$ cat src/rtl/branch_update_queue_if.sv
// Bundled EX-side and predictor-side signals of the branch update queue.
// The slave modport is the queue's view of the bundle; the master modport is the environment's view.
interface branch_update_queue_if #(
  parameter int PTR_BITS = 2
);
  logic                ex_valid;
  logic [31:0]         ex_pc;
  logic                ex_taken;
  logic                ex_pred_taken;
  logic                ex_ready;
  logic                update_ready;
  logic                update_enable;
  logic [31:0]         update_pc;
  logic                taken;
  logic                mispredict;
  logic [PTR_BITS:0]   occupancy;
  logic [15:0]         mispredict_count;

  modport slave (
    input  ex_valid, ex_pc, ex_taken, ex_pred_taken, update_ready,
    output ex_ready, update_enable, update_pc, taken, mispredict,
           occupancy, mispredict_count
  );

  modport master (
    output ex_valid, ex_pc, ex_taken, ex_pred_taken, update_ready,
    input  ex_ready, update_enable, update_pc, taken, mispredict,
           occupancy, mispredict_count
  );
endinterface

$ cat src/rtl/branch_update_queue.sv
// In-order FIFO of resolved branches replayed to the predictor as update writes.
// Optional mispredict statistics counter enabled by defining BUQ_MISPREDICT_STATS_EN.
module branch_update_queue #(
  parameter int DEPTH    = 4,
  parameter int PTR_BITS = 2
) (
  input  logic                  clock,
  input  logic                  reset,
  branch_update_queue_if.slave  bus
);

  localparam logic [PTR_BITS:0]   FULL_COUNT = (PTR_BITS + 1)'(DEPTH);
  localparam logic [PTR_BITS-1:0] PTR_ONE    = PTR_BITS'(1);

  logic [31:0]         entryPc_q    [DEPTH];
  logic                entryTaken_q [DEPTH];
  logic [PTR_BITS-1:0] wrPtr_q, wrPtr_d;
  logic [PTR_BITS-1:0] rdPtr_q, rdPtr_d;
  logic [PTR_BITS:0]   count_q, count_d;
  logic                mispredict_q, mispredict_d;

  logic exReady;
  logic updEnable;
  logic pushEn;
  logic popEn;
  logic pushMiss;

  // Handshakes look only at the registered count, so a full queue never accepts a push even when popping.
  assign exReady   = (count_q != FULL_COUNT);
  assign updEnable = (count_q != '0);
  assign pushEn    = bus.ex_valid && exReady;
  assign popEn     = updEnable && bus.update_ready;
  assign pushMiss  = pushEn && (bus.ex_taken != bus.ex_pred_taken);

  always_comb begin
    wrPtr_d      = wrPtr_q;
    rdPtr_d      = rdPtr_q;
    count_d      = count_q;
    mispredict_d = pushMiss;
    if (pushEn) begin
      wrPtr_d = wrPtr_q + PTR_ONE;
    end
    if (popEn) begin
      rdPtr_d = rdPtr_q + PTR_ONE;
    end
    if (pushEn && !popEn) begin
      count_d = count_q + 1'b1;
    end else if (popEn && !pushEn) begin
      count_d = count_q - 1'b1;
    end
  end

  always_ff @(posedge clock or negedge reset) begin
    if (!reset) begin
      wrPtr_q      <= '0;
      rdPtr_q      <= '0;
      count_q      <= '0;
      mispredict_q <= 1'b0;
    end else begin
      wrPtr_q      <= wrPtr_d;
      rdPtr_q      <= rdPtr_d;
      count_q      <= count_d;
      mispredict_q <= mispredict_d;
    end
  end

  // Entry storage is cleared on reset so the empty-queue head reads as zero.
  always_ff @(posedge clock or negedge reset) begin
    if (!reset) begin
      for (int i = 0; i < DEPTH; i++) begin
        entryPc_q[i]    <= '0;
        entryTaken_q[i] <= 1'b0;
      end
    end else if (pushEn) begin
      entryPc_q[wrPtr_q]    <= bus.ex_pc;
      entryTaken_q[wrPtr_q] <= bus.ex_taken;
    end
  end

  assign bus.ex_ready      = exReady;
  assign bus.update_enable = updEnable;
  assign bus.update_pc     = entryPc_q[rdPtr_q];
  assign bus.taken         = entryTaken_q[rdPtr_q];
  assign bus.mispredict    = mispredict_q;
  assign bus.occupancy     = count_q;

`ifdef BUQ_MISPREDICT_STATS_EN
  logic [15:0] missCount_q;

  always_ff @(posedge clock or negedge reset) begin
    if (!reset) begin
      missCount_q <= '0;
    end else if (pushMiss && (missCount_q != 16'hFFFF)) begin
      missCount_q <= missCount_q + 16'd1;
    end
  end

  assign bus.mispredict_count = missCount_q;
`else
  assign bus.mispredict_count = 16'h0000;
`endif

endmodule
$ cat src/flat_wrapper.sv
// flat-port wrapper written by rule: the top's interface ports become plain ports
module branch_update_queue_flat 
#(
  parameter int DEPTH    = 4,
  parameter int PTR_BITS = 2
)
  (clock, reset, bus_ex_valid, bus_ex_pc, bus_ex_taken, bus_ex_pred_taken, bus_update_ready, bus_ex_ready, bus_update_enable, bus_update_pc, bus_taken, bus_mispredict, bus_occupancy, bus_mispredict_count);
  branch_update_queue_if #(.PTR_BITS(PTR_BITS)) bus_i ();
  input  logic clock;
  input  logic reset;
  input wire logic [$bits(bus_i.ex_valid)-1:0] bus_ex_valid;
  input wire logic [$bits(bus_i.ex_pc)-1:0] bus_ex_pc;
  input wire logic [$bits(bus_i.ex_taken)-1:0] bus_ex_taken;
  input wire logic [$bits(bus_i.ex_pred_taken)-1:0] bus_ex_pred_taken;
  input wire logic [$bits(bus_i.update_ready)-1:0] bus_update_ready;
  output wire logic [$bits(bus_i.ex_ready)-1:0] bus_ex_ready;
  output wire logic [$bits(bus_i.update_enable)-1:0] bus_update_enable;
  output wire logic [$bits(bus_i.update_pc)-1:0] bus_update_pc;
  output wire logic [$bits(bus_i.taken)-1:0] bus_taken;
  output wire logic [$bits(bus_i.mispredict)-1:0] bus_mispredict;
  output wire logic [$bits(bus_i.occupancy)-1:0] bus_occupancy;
  output wire logic [$bits(bus_i.mispredict_count)-1:0] bus_mispredict_count;
  assign bus_i.ex_valid = bus_ex_valid;
  assign bus_i.ex_pc = bus_ex_pc;
  assign bus_i.ex_taken = bus_ex_taken;
  assign bus_i.ex_pred_taken = bus_ex_pred_taken;
  assign bus_i.update_ready = bus_update_ready;
  assign bus_ex_ready = bus_i.ex_ready;
  assign bus_update_enable = bus_i.update_enable;
  assign bus_update_pc = bus_i.update_pc;
  assign bus_taken = bus_i.taken;
  assign bus_mispredict = bus_i.mispredict;
  assign bus_occupancy = bus_i.occupancy;
  assign bus_mispredict_count = bus_i.mispredict_count;
  branch_update_queue #(.DEPTH(DEPTH), .PTR_BITS(PTR_BITS)) u_core (.clock(clock), .reset(reset), .bus(bus_i));
endmodule
$ cat config.mk
export PLATFORM = sky130hd
export DESIGN_NAME = branch_update_queue_flat
export DESIGN_NICKNAME = d
export VERILOG_FILES = /design/src/rtl/branch_update_queue_if.sv /design/src/rtl/branch_update_queue.sv /design/src/flat_wrapper.sv
export SDC_FILE = /design/constraint.sdc
export NUM_CORES = 1
export LEC_CHECK = 0
export ABC_CLOCK_PERIOD_IN_PS = 2050
export CORE_ASPECT_RATIO = 1.1
export CORE_MARGIN = 2
export CORE_UTILIZATION = 50
export CTS_BUF_LIST = sky130_fd_sc_hd__clkbuf_2
export CTS_CLUSTER_SIZE = 20
export DETAILED_ROUTE_END_ITERATION = 8
export PLACE_DENSITY_LB_ADDON = 0.25
export SLEW_MARGIN = 20
export SYNTH_ARGS = -nofsm -noshare
export SYNTH_HDL_FRONTEND = slang
export SYNTH_SLANG_ARGS = --single-unit
$ cat constraint.sdc
create_clock -name clock -period 2.05 [get_ports clock]
set_input_delay 0.41 -clock clock [delete_from_list [all_inputs] [get_ports clock]]
set_output_delay 0.41 -clock clock [all_outputs]
set_load 0.01 [all_outputs]
==> results of run 1 <==
## flip-flops by register name, indices dropped and copies added, names as in the netlist
register,count
u_core.entryPc_q,128
u_core.entryTaken_q,4
u_core.bus.occupancy,3
u_core.rdPtr_q,2
u_core.wrPtr_q,2
u_core.bus.mispredict,1
## worst min path at each step
stage | start | endpoint
after floorplan | reset | u_core.bus.mispredict
after global placement | reset | u_core.entryPc_q[97]
after detailed placement | reset | u_core.entryPc_q[97]
after CTS | reset | u_core.entryPc_q[60]
after global routing | reset | u_core.entryPc_q[36]
final | reset | u_core.entryPc_q[36]
## metrics by stage
stage	utilization, %	setup slack [ns]
floorplan	-	-0.0761
global placement	58.1	-0.0211
detailed placement	58.1	-0.104
CTS	61.1	-0.582
global route	61.5	-0.660
finish	61.5	-0.493
## per-layer routing
metal	up-vias	track usage (%)
met2	76	30.5
met4	0	7.35
li1	1574	-
met3	16	5.41
met1	1878	28.1
met5	-	0
## area by class of cell
type / instances / area, um2
fillers: 1050 / 5240
flip-flops and latches: 140 / 3510
multi-input cells: 208 / 3020
repair buffers: 124 / 1370
well taps: 188 / 235
clock inverters: 11 / 125
clock buffers: 21 / 105
inverters: 3 / 11.3
diodes: 1 / 2.50
## report_power, final
part	total, mW	internal, mW	switching (mW)
sequential	5.00	4.17	0.826
combinational	7.84	5.18	2.66
clock	1.65	0.675	0.973
## cell usage in the layout (no fill, tap or decap), drive strengths merged, types with 2 or more instances in the layout
cell type	synthesis	final
clkdlybuf4s50	0	36
bufinv	0	3
mux4	33	33
clkbuf	4	21
buf	37	85
dfrtp	140	140
mux2	133	133
nand3	2	2
xnor2	4	4
xor2	3	3
ha	5	5
and3	5	5
inv	3	3
clkinv	0	7
conb	1	16
## repair_timing
action                                 in CTS  in global routing
gates resized for setup                   188                 16
gates cloned                                2                  0
hold buffers                                1                  0
endpoints found under the hold margin      60                  0
setup buffers                              15                  6
pin swaps                                   4                  4
setup endpoints to repair                  40                 40
## kinds of logic (layout without fill, tap and decap cells)
logic type	count (synthesis)	in the layout	synth area share (%)
adder cells (fa/ha/maj)	6	6	1.20
AO/OA/AOI/OAI	1	1	0.0724
other	1	17	0.0543
flip-flops	140	140	50.7
buffers and inverters	44	159	6.71
multiplexers	166	166	39.0
AND/OR/NAND/NOR	12	12	1.36
XOR/XNOR	7	7	0.888
==> run metrics, run 1 <==
Worst path slowest cell dfrtp_2; metal3 WL between 500 and 600 um; Syn Inst Count about 380; CP dominant cell by count buf_6; end point of the critical path bus_update_pc[7]; maximum VDD drop a little over 800 uV; H-tree levels 4; Core Area between 0.01 and 0.015 mm2; CP endpoint kind output pin; max cap viols 0; count leader, synth dfrtp_1; worst path buffer plus inverter count 4; timing startpoint of the critical path u_core.rdPtr_q[0]; RSZ-0062 raised after global routing yes; final number of setup-violating endpoints 37; logic depth of the worst path, buffers included 5; Syn Area/Cell around 18 um2; first-pass GRT wire length around 22 mm; Final Max Tran Viols 0; post-route insts no fill slightly below 700; P per Cell Area roughly 1700 mW/mm2; crit path time final ~2.5 ns; Arr. time, crit path 2.13 ns; vias per cell a little over 5; Initial Utilization approximately half; I/O Buffers 76; Rows 45; flip-flop and latch count after synthesis 140; Setup CP Type reg -> out; CTS tree yes; final number of hold-violating endpoints 0; hpwl dp 8.44 mm; Cell Area, Synth ~0.0069 mm2; fin nets between 500 and 600; DR top layer met4; setup ws final -0.493 ns; Top delay family on crit path buffers and inverters; max incr delay on CP 0.46 ns; count of cell types in the netlist 24; Clock Skew a little under 0.02 ns; Post-synth EDFFs 0; vias in the first global route around 4000; via count 3544; Achievable Freq a little under 400 MHz; global placement routability congestion roughly 0.73; reg2reg end u_core.bus.occupancy[1]; Design Area, Final around 0.0084 mm2; DRT Pass-1 Iters 4; Ys Warns 0; Bufs on Longest Clock Path 2; Worst EP required 1.64 ns; GRT Overall Usage 20.1%; crit path max fanout 6; Avg WL per Cell slightly below 20 um; FF-to-FF path depth 7; area grow syn2layout 21.4%; leading area contributor after synthesis dfrtp_1; Sink Count 140; clk root buf clkbuf_2; Hold WC Path Type in -> async; Tightest Pin Transition a little over 0.6 ns; Leak approximately 3.8 nW; Worst-Skew Late Latency ~0.70 ns; Worst slew margin roughly three fifths; First DRT Iteration DRCs ~170; reg2reg setup slack -0.06 ns; vertical die dimension about 130 um; reg-to-reg startpoint u_core.bus.occupancy[0]; fin crit share 124%; setup_tns -13.86 ns; total power around 14 mW; num ports 93; largest net degree at the start of global routing 64; outcome finished, violations left; final WL ~14 mm; die area approximately 0.015 mm2; total CTS buffers 17; Commonest cells post-synth 140 x dfrtp_1, 120 x mux2_4, 33 x mux4_2; Async SR Flop Fraction 100%; WHS between 0.2 and 0.25 ns; violated checks negative setup slack; top-area cell type share of the netlist area 50.7%; Remaining DRCs 0; ranking of synthesized cells by area dfrtp_1 51%, mux2_4 26%, mux4_2 11%, buf_12 3.5%, mux2_2 2.1%; remaining global-route overflow 0; Detail Route Antenna Nets 0; die width 116 um; top_reg_cell synth dfrtp_1; Seq/Total Area, Yosys ~51%; M1 wire length a little over 6 mm; met2 routed WL 6.56 mm; startpoint types flip-flop; Cell Area, Placed approximately 0.0079 mm2; placed insts 643; share of cells above drive strength 1 57.6%; initial antenna violation count 1; Clock Pin Slew Worst Setup and Hold Paths ~0.2 ns; worst-path cell chain buf_6 > buf_12 > buf_6 > mux4_2 > buf_6
Note: power is estimated with default switching activity, not from simulation.
==> run 2, diff against run 1 <==
--- a/config.mk
+++ b/config.mk
@@ -13,7 +13,10 @@
 export CTS_CLUSTER_SIZE = 20
 export DETAILED_ROUTE_END_ITERATION = 8
 export PLACE_DENSITY_LB_ADDON = 0.25
+export REMOVE_ABC_BUFFERS = 1
+export SKIP_LAST_GASP = 1
 export SLEW_MARGIN = 20
 export SYNTH_ARGS = -nofsm -noshare
 export SYNTH_HDL_FRONTEND = slang
 export SYNTH_SLANG_ARGS = --single-unit
+export TNS_END_PERCENT = 1
==> run 2 against run 1 <==
The run still ends with negative setup slack left. Global-route usage about the same. Routed wire length is 1.5% lower. Highest routed layer unchanged. Largest power group unchanged. Via count down 0.79%. Maximum frequency grew 1.5%. Sequential share of layout area increased by 1.2 points. Largest cell class unchanged. Cell count is 1.6% lower. Non-clock buffer count fell by 11. Clock power rose by 16%.
==> run metrics, run 2 (synthesis results as in run 1) <==
Sink Count 140; final WL 13.3 mm; fin crit share 122%; max cap viols 0; total power 14.0 mW; total CTS buffers 17; final number of setup-violating endpoints 40; area grow syn2layout 18.0%; Leak around 3.7 nW; reg-to-reg startpoint u_core.bus.occupancy[0]; First DRT Iteration DRCs ~170; P per Cell Area approximately 1700 mW/mm2; reg2reg setup slack -0.04 ns; Setup CP Type reg -> out; commonest non-fill, non-tap cell in the layout dfrtp_1; CP endpoint kind output pin; die width ~120 um; largest net degree at the start of global routing 53; final number of hold-violating endpoints 0; RSZ-0062 raised after global routing yes; Bufs on Longest Clock Path 2; reg2reg end u_core.bus.occupancy[2]; die area ~0.015 mm2; initial antenna violation count 1; violated checks negative setup slack; Core Area 0.0136 mm2; startpoint types flip-flop; GRT Overall Usage 20.2%; vias per cell 5.13; remaining global-route overflow 0; Worst-Skew Late Latency between 0.6 and 0.7 ns; Top reg by flops u_core.entryPc_q; maximum VDD drop roughly 830 uV; CTS tree yes; Clock Pin Slew Worst Setup and Hold Paths approximately 0.21 ns; fin nets 527; Clock Skew about 0.015 ns; clk root buf clkbuf_2; first-pass GRT wire length about 22 mm; global placement routability congestion about 0.73; vias in the first global route ~4000; num ports 93; hpwl dp approximately 8.6 mm; via count 3516; vertical die dimension 127 um; Arr. time, crit path 2.09 ns; Cell Area, Placed between 0.007 and 0.008 mm2; Achievable Freq ~400 MHz; Detail Route Antenna Nets 0; max reg flops 128; most frequent cells in the layout 138 x dfrtp_1, 120 x mux2_4, 40 x clkdlybuf4s50_1, 33 x mux4_2, 27 x buf_2; outcome finished, violations left; Final Max Tran Viols 0; crit path time final 2.50 ns; H-tree levels 4; Remaining DRCs 0; Design Area, Final 0.00815 mm2; crit path max fanout 8; I/O Buffers 76; Initial Utilization between 50% and 60%; FF-to-FF path depth 8; Hold WC Path Type in -> async; Worst EP required 1.64 ns; share of cells above drive strength 1 around 55%; setup ws final -0.454 ns; DRT Pass-1 Iters 4; Rows 45; setup_tns -14.87 ns; Avg WL per Cell 19.4 um
[run 2: changes by cell type in the layout (fill, tap and decap cells not counted), sizes merged]
cell,delta
buf,-18
bufinv,+2
clkbuf,-3
clkdlybuf4s15,+1
clkdlybuf4s50,+4
clkinv,+2
clkinvlp,-1
dlygate4sd2,+2
[run 2: layout make-up]
cell class,instances,area [um2]
flip-flops and latches,140,3510
repair buffers,113,1110
well taps,188,235
clock buffers,18,90.1
inverters,3,11.3
fillers,1084,5480
clock inverters,14,200
multi-input cells,208,2990
diodes,1,2.50
[run 2: what timing repair did]
item / CTS / global route
hold buffers: 1 / 0
gates cloned: 2 / 0
endpoints found under the setup margin: 41 / 41
gates resized for setup: 136 / 0
setup buffers: 4 / 0
endpoints found under the hold margin: 104 / 0
[run 2: worst max path at each step]
stage	from	endpoint	slack, ns	cells after the start
4_1_cts	u_core.rdPtr_q[0]	bus_update_pc[5]	-0.53	4
5_1_grt	u_core.rdPtr_q[0]	bus_update_pc[5]	-0.59	4
3_3_place_gp	bus_ex_valid	u_core.bus.occupancy[2]	-0.03	8
3_5_place_dp	bus_ex_valid	u_core.bus.occupancy[2]	-0.08	8
6_report	u_core.rdPtr_q[0]	bus_update_pc[5]	-0.45	4
2_1_floorplan	u_core.rdPtr_q[0]	bus_taken	-0.49	1
[run 2: power breakdown]
group	switching [mW]	internal, mW	leakage, nW
Clock	0.994	0.914	0.176
Sequential	0.817	4.17	1.66
Combinational	2.51	4.58	1.84
[run 2: per-layer routing]
layer  share of wire (%)  global-route usage, %  vias up  wire (um)
li1                    -                      -     1550          -
met1                  45                   28.0     1887       5970
met2                  50                   31.5       67       6670
met3                 3.6                   4.46       12        473
met4                 1.4                   7.35        0        191
met5                   0                      0        -          0
[run 2: worst max-delay path, cell delays in order (launching register included)]
cell and delay, ns:
dfrtp_2 0.46, buf_4 0.14, buf_12 0.13, mux4_2 0.53, buf_6 0.14
[run 2: through the flow]
stage	std cells	setup slack, ns	util [%]	hold slack, ns
3_5_place_dp	645	-0.0765	57.9	0.361
3_3_place_gp	645	-0.0266	57.9	0.351
6_report	685	-0.454	59.8	0.187
5_1_grt	685	-0.588	59.8	0.127
2_1_floorplan	351	-0.485	-	0.114
4_1_cts	684	-0.531	59.8	0.129
